--- config.mk ---
export PLATFORM = sky130hd
export DESIGN_NAME = bus_arbiter
export DESIGN_NICKNAME = d
export VERILOG_FILES = /design/src/rtl/bus_pkg.sv /design/src/rtl/rr_pick2.sv /design/src/rtl/bus_arbiter.sv
export SDC_FILE = /design/constraint.sdc
export NUM_CORES = 1
export LEC_CHECK = 0
export ABC_AREA = 1
export CELL_PAD_IN_SITES_DETAIL_PLACEMENT = 0
export CELL_PAD_IN_SITES_GLOBAL_PLACEMENT = 1
export CORE_AREA = 4 4 198 142
export DETAILED_ROUTE_END_ITERATION = 6
export DIE_AREA = 0 0 202 146
export GPL_ROUTABILITY_DRIVEN = 0
export PLACE_DENSITY = 0.86
export SETUP_SLACK_MARGIN = 0.05
export SLEW_MARGIN = 10
export SYNTH_ARGS = -nofsm -noshare
export SYNTH_HDL_FRONTEND = slang
export SYNTH_SLANG_ARGS = --single-unit
--- constraint.sdc ---
create_clock -name clk -period 1.41 [get_ports clk]
set_input_delay 0.282 -clock clk [delete_from_list [all_inputs] [get_ports clk]]
set_output_delay 0.282 -clock clk [all_outputs]
set_load 0.02 [all_outputs]
--- src/rtl/bus_pkg.sv ---
// Shared types for the two-master peripheral bus arbiter.
package bus_pkg;

   localparam int BUS_ADDR_W = 32;
   localparam int BUS_DATA_W = 32;

   typedef enum logic [1:0] {
      IDLE,
      ADDR,
      WAIT,
      RESP
   } state_e;

   typedef logic owner_t;

   typedef struct packed {
      logic [BUS_ADDR_W-1:0]   addr;
      logic [BUS_DATA_W-1:0]   wdata;
      logic [BUS_DATA_W/8-1:0] byteen;
   } bus_req_t;

endpackage

--- src/rtl/rr_pick2.sv ---
// Two-way round-robin chooser: on a tie the side that did not win last time
// gets the grant.
module rr_pick2
   import bus_pkg::*;
(
   input  logic [1:0] req_i,
   input  owner_t     last_i,
   output logic [1:0] gnt_o
);

   always_comb begin
      gnt_o = 2'b00;
      unique case (req_i)
         2'b01:   gnt_o = 2'b01;
         2'b10:   gnt_o = 2'b10;
         2'b11:   gnt_o = last_i ? 2'b01 : 2'b10;
         default: gnt_o = 2'b00;
      endcase
   end

endmodule

--- src/rtl/bus_arbiter.sv ---
// Shares the bridge bus between the CPU (m0) and DMA/debug (m1) ports,
// one transaction at a time with a fixed read latency.
module bus_arbiter
   import bus_pkg::*;
#(
   parameter int RD_LATENCY = 1,
   parameter int ADDR_W     = BUS_ADDR_W,
   parameter int DATA_W     = BUS_DATA_W
) (
   input  logic                clk,
   input  logic                reset,
   input  logic                m0_req,
   input  logic [ADDR_W-1:0]   m0_addr,
   input  logic [DATA_W-1:0]   m0_wdata,
   input  logic [DATA_W/8-1:0] m0_byteen,
   output logic                m0_gnt,
   output logic                m0_done,
   output logic [DATA_W-1:0]   m0_rdata,
   input  logic                m1_req,
   input  logic [ADDR_W-1:0]   m1_addr,
   input  logic [DATA_W-1:0]   m1_wdata,
   input  logic [DATA_W/8-1:0] m1_byteen,
   output logic                m1_gnt,
   output logic                m1_done,
   output logic [DATA_W-1:0]   m1_rdata,
   output logic [ADDR_W-1:0]   bus_addr,
   output logic [DATA_W-1:0]   bus_wdata,
   output logic [DATA_W/8-1:0] bus_byteen,
   input  logic [DATA_W-1:0]   bus_rdata,
   output logic                busy
);

   typedef struct packed {
      logic [ADDR_W-1:0]   addr;
      logic [DATA_W-1:0]   wdata;
      logic [DATA_W/8-1:0] byteen;
   } req_t;

   state_e              state_q;
   owner_t              owner_q;
   owner_t              last_q;
   req_t                cur_q;
   req_t                cur_d;
   logic [2:0]          cnt_q;
   logic [DATA_W/8-1:0] byteen_q;
   logic                m0_done_q;
   logic                m1_done_q;
   logic [DATA_W-1:0]   m0_rdata_q;
   logic [DATA_W-1:0]   m1_rdata_q;
   logic [DATA_W-1:0]   resp_data;
   logic [1:0]          pick;
   logic                arb_en;
   logic                win;
   logic                is_wr;
   logic                fin;

   rr_pick2 u_pick (
      .req_i  ({m1_req, m0_req}),
      .last_i (last_q),
      .gnt_o  (pick)
   );

   // Arbitration is live in IDLE and RESP so back-to-back has no gap.
   assign arb_en = reset && (state_q == IDLE || state_q == RESP);
   assign m0_gnt = arb_en && pick[0];
   assign m1_gnt = arb_en && pick[1];
   assign win    = pick[1];
   assign cur_d  = win ? {m1_addr, m1_wdata, m1_byteen}
                       : {m0_addr, m0_wdata, m0_byteen};

   assign is_wr     = |cur_q.byteen;
   assign resp_data = is_wr ? '0 : bus_rdata;
   assign fin = (state_q == ADDR && (is_wr || RD_LATENCY == 0))
             || (state_q == WAIT && cnt_q == 3'd0);

   always_ff @(posedge clk or negedge reset) begin
      if (!reset) begin
         state_q    <= IDLE;
         owner_q    <= 1'b0;
         last_q     <= 1'b1;
         cur_q      <= '0;
         cnt_q      <= '0;
         byteen_q   <= '0;
         m0_done_q  <= 1'b0;
         m1_done_q  <= 1'b0;
         m0_rdata_q <= '0;
         m1_rdata_q <= '0;
      end else begin
         byteen_q   <= '0;
         m0_done_q  <= 1'b0;
         m1_done_q  <= 1'b0;
         m0_rdata_q <= '0;
         m1_rdata_q <= '0;
         if (fin) begin
            state_q <= RESP;
            if (owner_q) begin
               m1_done_q  <= 1'b1;
               m1_rdata_q <= resp_data;
            end else begin
               m0_done_q  <= 1'b1;
               m0_rdata_q <= resp_data;
            end
         end else begin
            unique case (state_q)
               IDLE, RESP: begin
                  if (m0_gnt || m1_gnt) begin
                     state_q  <= ADDR;
                     owner_q  <= win;
                     last_q   <= win;
                     cur_q    <= cur_d;
                     byteen_q <= cur_d.byteen;
                  end else begin
                     state_q <= IDLE;
                  end
               end
               ADDR: begin
                  state_q <= WAIT;
                  cnt_q   <= 3'(RD_LATENCY - 1);
               end
               WAIT:    cnt_q   <= cnt_q - 3'd1;
               default: state_q <= IDLE;
            endcase
         end
      end
   end

   assign bus_addr   = cur_q.addr;
   assign bus_wdata  = cur_q.wdata;
   assign bus_byteen = byteen_q;
   assign busy       = (state_q != IDLE);
   assign m0_done    = m0_done_q;
   assign m1_done    = m1_done_q;
   assign m0_rdata   = m0_rdata_q;
   assign m1_rdata   = m1_rdata_q;

endmodule

==> results.py <==
metrics = {
    "timing": {
        "drv_slew": 0,
        "tightestPinTransition_ns": 0.7938,
        "setup_slack_ns": -0.4056,
        "setup_tns_ns": -38.89,
        "fin_crit_sh": 1.288,
        "finClkSkew_ns": 0.006435,
        "fmax_mhz": 550.8,
        "period_needed_ns": 1.816,
        "hold_viol_final": 0,
        "finalSetupViolCount": 148,
        "rsz0062_at_grt": "true",
        "slew_headroom": 0.4708,
    },
    "global_route": {
        "grt_overflow_total": 0,
        "grt_pass1_wl_mm": 41.27,
        "antenna_found_initial": 2,
        "track_usage": 0.1788,
        "grt_pass1_vias": 6815,
        "grt_max_degree": 146,
    },
    "die": {
        "initial_core_util": 0.2655,
        "core_area_um2": 26340,
        "dieArea_um2": 29490,
        "fp.dieH_um": 146,
        "fp.dieW_um": 202,
        "fp-row-count": 50,
        "top_level_ports": 309,
    },
    "drt": {
        "num_vias": 6854,
        "via_per_inst": 4.572,
        "wirelength_mm": 27.18,
        "drc": 0,
        "drt-initial-drc-count": 480,
        "dr.pass1.iters": 5,
        "ant_nets": 0,
        "routedWlPerCell_um": 18.13,
    },
    "final_layout": {
        "diodes": 0,
        "syn_to_final_growth_pct": 63.43,
        "nets": 1299,
        "drive_above_1_share": 0.3022,
        "final_cells": 1499,
    },
    "status": {
        "status": "complete, but fails checks",
        "violations": "setup timing",
    },
    "critical_path": {
        "crit_path_max_incr_delay_ns": 0.39,
        "crit_arrival_ns": 1.53,
        "end_kind": "output port",
        "critPathMaxFanout": 3,
        "worstSetupStartpointType": "flip-flop",
        "critical_path.slowest_cell": "dfrtp_1",
        "crit_type": "reg -> out",
        "worstPathRequired_ns": 1.13,
        "crit_chain": "inv_2 -> ha_4 -> inv_4 -> nand2_4 -> a211oi_4 -> buf_6",
    },
    "clock_tree": {
        "clk_latency_ns": 0.41,
        "clockBufferDepth": 2,
        "ctsRootBufferMaster": "clkbuf_16",
        "clkSlewWorstSetupHoldPaths_ns": 0.06,
        "cts_max_level": 4,
        "cts_buffers": 17,
        "cts_tree": "done",
        "clock_sinks": 145,
        "ctsHoldBuffers": 0,
    },
    "min_path": {
        "min_path_type": "in -> async",
    },
    "synthesis": {
        "postSynthAreaPerCell_um2": 8.325,
        "netlist_instances": 840,
        "synth_cell_type_count": 23,
        "yosysTopAreaCell": "dfrtp_1",
        "synth.area.top_cells": "dfrtp_1 (52%), nand2_1 (15%), buf_4 (7.8%), nand3_1 (7.2%), nand4_1 (6.2%)",
        "syn_area_um2": 6993,
        "synth_most_common_cell": "nand2_1",
        "syn_nets": 1017,
        "synth_seq_area_share": 0.5191,
        "synthFlopType": "dfrtp_1",
        "synth_edf_count": 0,
        "ys_warn_count": 0,
        "synth-async-reset-ratio": 1.000,
        "synthTopCellsByCount": "nand2_1 (287), dfrtp_1 (144), nand3_1 (101)",
        "synth_top_area_share": 0.5153,
        "synth-seq-cells": 145,
    },
    "pwr": {
        "leakage_nw": 5.670,
        "p_per_area_nw_per_um2": 2086,
        "ir_worst_vdd_uv": 915.7,
        "total_power_w": 0.02384,
    },
    "place": {
        "portBuffers": 308,
        "dp.cells": 1436,
        "hpwl_mm": 16.67,
    },
    "run": {
        "drv_cap": 0,
    },
}
path summary, 6_finish.rpt:
check                              start            to  slack (ns)  depth (start not counted)
max                           state_q[1]        m0_gnt       -0.41                          6
min                                reset  bus_wdata[0]        0.20                          3
max reg2reg                   state_q[1]  bus_addr[13]       -0.35                         10
min reg2reg                 bus_addr[26]  bus_addr[26]        0.47                          2
max in group asynchronous          reset   m1_rdata[8]        0.66                          3
min in group clk           bus_rdata[24]  m1_rdata[24]        0.45                          3
worst max-delay path: cells and delay by family, from the launching register on:
kind,cells,cell delay [ns]
DFF,1,0.39
and+or+nand+nor,1,0.06
AOI/OAI and AO/OA,1,0.17
buffers and inverters,3,0.29
adders and majority gates,1,0.21
metal layers:
| layer | vias up | global-route usage | wire (um) |
|---|---|---|---|
| li1 | 3238 | - | - |
| met1 | 3319 | 0.2475 | 12270 |
| met2 | 254 | 0.2721 | 12310 |
| met3 | 39 | 0.05369 | 2011 |
| met4 | 4 | 0.05157 | 560 |
| met5 | - | 0 | 24 |
sequential cells by signal, summed over array words and instances, names as in the netlist, 2 cells and up:
name	flops
m1_rdata	32
bus_addr	32
cnt_q	3
m0_rdata	32
bus_byteen	4
cur_q	4
bus_wdata	32
state_q	2
stage by stage:
stage | setup WS (ns) | hold WS [ns] | util | instance area (um2)
detailed placement | -0.6902 | 0.4619 | 0.3940 | 10380
global route | -0.4929 | 0.2635 | 0.4339 | 11430
CTS | -0.4311 | 0.2301 | 0.4333 | 11410
finish | -0.4056 | 0.1985 | 0.4339 | 11430
global placement | -0.6746 | 0.4527 | 0.3940 | 10380
floorplan | -0.05646 | -0.01359 | - | 7132
report_power, final:
group | internal (W) | switching (W)
Sequential | 0.00539 | 0.000617
Clock | 0.00258 | 0.00185
Combinational | 0.00574 | 0.00765
Total | 0.0137 | 0.0101
cell type report:
type / instances / area, um2
fill: 2589 / 14910
timing repair buffer: 390 / 3854
sequential: 145 / 3630
multi-input combinational: 548 / 2836
clock buffer: 21 / 470.5
tap: 364 / 455.4
clock inverter: 11 / 105.1
inverter: 20 / 77.57
placed cells by master, fill, tap and decap left out, drive strengths merged, types with 5 or more instances in the layout:
cell,instances
inv,22
buf,180
ha,5
clkdlybuf4s50,169
nand2,291
a21oi,5
clkdlybuf4s15,34
dfrtp,144
nor2,71
clkbuf,26
nand3,102
nand4,69
cell families after synthesis:
logic type | synth area share
adder cells (fa/ha/maj) | 0.008946
AO/OA/AOI/OAI | 0.009125
AND/OR/NAND/NOR | 0.3333
buffers and inverters | 0.1295
flip-flops | 0.5191
repair_timing:
item	CTS	global route
endpoints found under the setup margin	278	193
gates resized for setup	505	116
cloned	10	4
pin swaps	16	9
setup buffers	16	4
Note: power is estimated with default switching activity, not from simulation.
==> RTL edit, RTL diff (same settings) <==
Re-encode `state_e` (4 states) as Gray code, 2 bits wide.
--- a/src/rtl/bus_pkg.sv
+++ b/src/rtl/bus_pkg.sv
@@ -7,6 +7,6 @@
    typedef enum logic [1:0] {
-      IDLE,
-      ADDR,
-      WAIT,
-      RESP
+      IDLE = 2'b00,
+      ADDR = 2'b01,
+      WAIT = 2'b11,
+      RESP = 2'b10
    } state_e;
Function: same outputs for any inputs over 4 cycles, from zero or initial values and one cycle with reset low; so few cycles prove little.
==> RTL edit against the unedited design <==
The run still ends with setup timing left. Setup slack improved by 0.17 ns. Routed wire length decreased by 6.9%. Area after synthesis shrank 3.3%. Design area is 8.0% lower. Cell count down 0.87%. Critical path depth unchanged. Global-route usage shrank 3.3 points. Sequential cell count is the same. Fmax grew 10%. Hold slack worse by 0.14 ns. Register-to-register slack gained 0.29 ns. Power down 23%. Largest cell class is now registers.
==> RTL edit: results (changes against the unedited design) <==
[timing]
fin_ws_ns=-0.2376  ; +0.1680 ns
setup_viol=67  ; -55%
holdWs_ns=0.05737  ; -0.1411 ns

[placement]
dpl.cell_count=1433  ; -0.21%
place_area_um2=9907  ; -4.5%

[power_and_ir_drop]
combPwrFrac_pct=43.2  ; -13 points
seqPwrFrac_pct=32.1  ; +6.9 points
p_leak_nw=5.859  ; +3.3%
powerComb_w=0.00793  ; -41%

[grt]
grt_pass1_wl_um=34420  ; -17%
antenna_found_initial=0  ; -2
track_usage_pct=14.58  ; -3.3 points

[drt]
firstDrtPassIters=4  ; -1
num_vias=6288  ; -8.3%
wirelength_um=25310  ; -6.9%
vias_per_cell=4.231  ; -7.5%

[critical_path]
path_max_fanout=2  ; -1
worstSetupEndpoint=m1_gnt
max_stage_delay_ns=0.53  ; +0.14 ns
r2r-end=bus_addr[10]
reg2reg_depth=9  ; -1
worst_ep_arrival_time_ns=1.37  ; -0.16 ns

[synth]
synth_compound_gate_area_share_pct=0.5734  ; -0.34 points
yosys.area_share.adder_pct=0.3700  ; -0.52 points
yosys-top-cells-count=nand2_1 (424), dfrtp_1 (144), buf_4 (67), inv_1 (65), nand4_1 (52)
syn-num-nets=1019  ; +0.20%

[outcome]
violations=setup timing
status=complete, but fails checks

[clock_network]
clk_latency_ns=0.43  ; +0.02 ns
cts_resized=509  ; +0.79%

[final_layout]
fillCellCount=2670  ; +3.1%

RTL edit: changes by cell type after synthesis, moves of 6 or more:
| cell | before | now |
|---|---|---|
| inv_1 | 14 | 65 |
| nor2_1 | 69 | 17 |
| nand4_1 | 69 | 52 |
| buf_2 | 28 | 35 |
| nand3_1 | 101 | 14 |
| nand2_1 | 287 | 424 |
| clkbuf_1 | 16 | 5 |
| buf_4 | 73 | 67 |
RTL edit: area by class of cell:
type | count | area, um2 | area share, %
clock inverters | 14 | 142.6 | 1.357
flip-flops and latches | 145 | 3630 | 34.53
repair buffers | 357 | 3358 | 31.94
multi-input cells | 516 | 2205 | 20.97
inverters | 72 | 282.8 | 2.690
clock buffers | 18 | 439.2 | 4.178
well taps | 364 | 455.4 | 4.332
RTL edit: routing by layer:
metal	global-route usage (%)	wire [um]	up-vias
met1	19.97	11980	2971
met5	0	0	-
met4	4.303	419	0
met3	5.502	1929	31
li1	-	-	3039
met2	21.54	10970	247
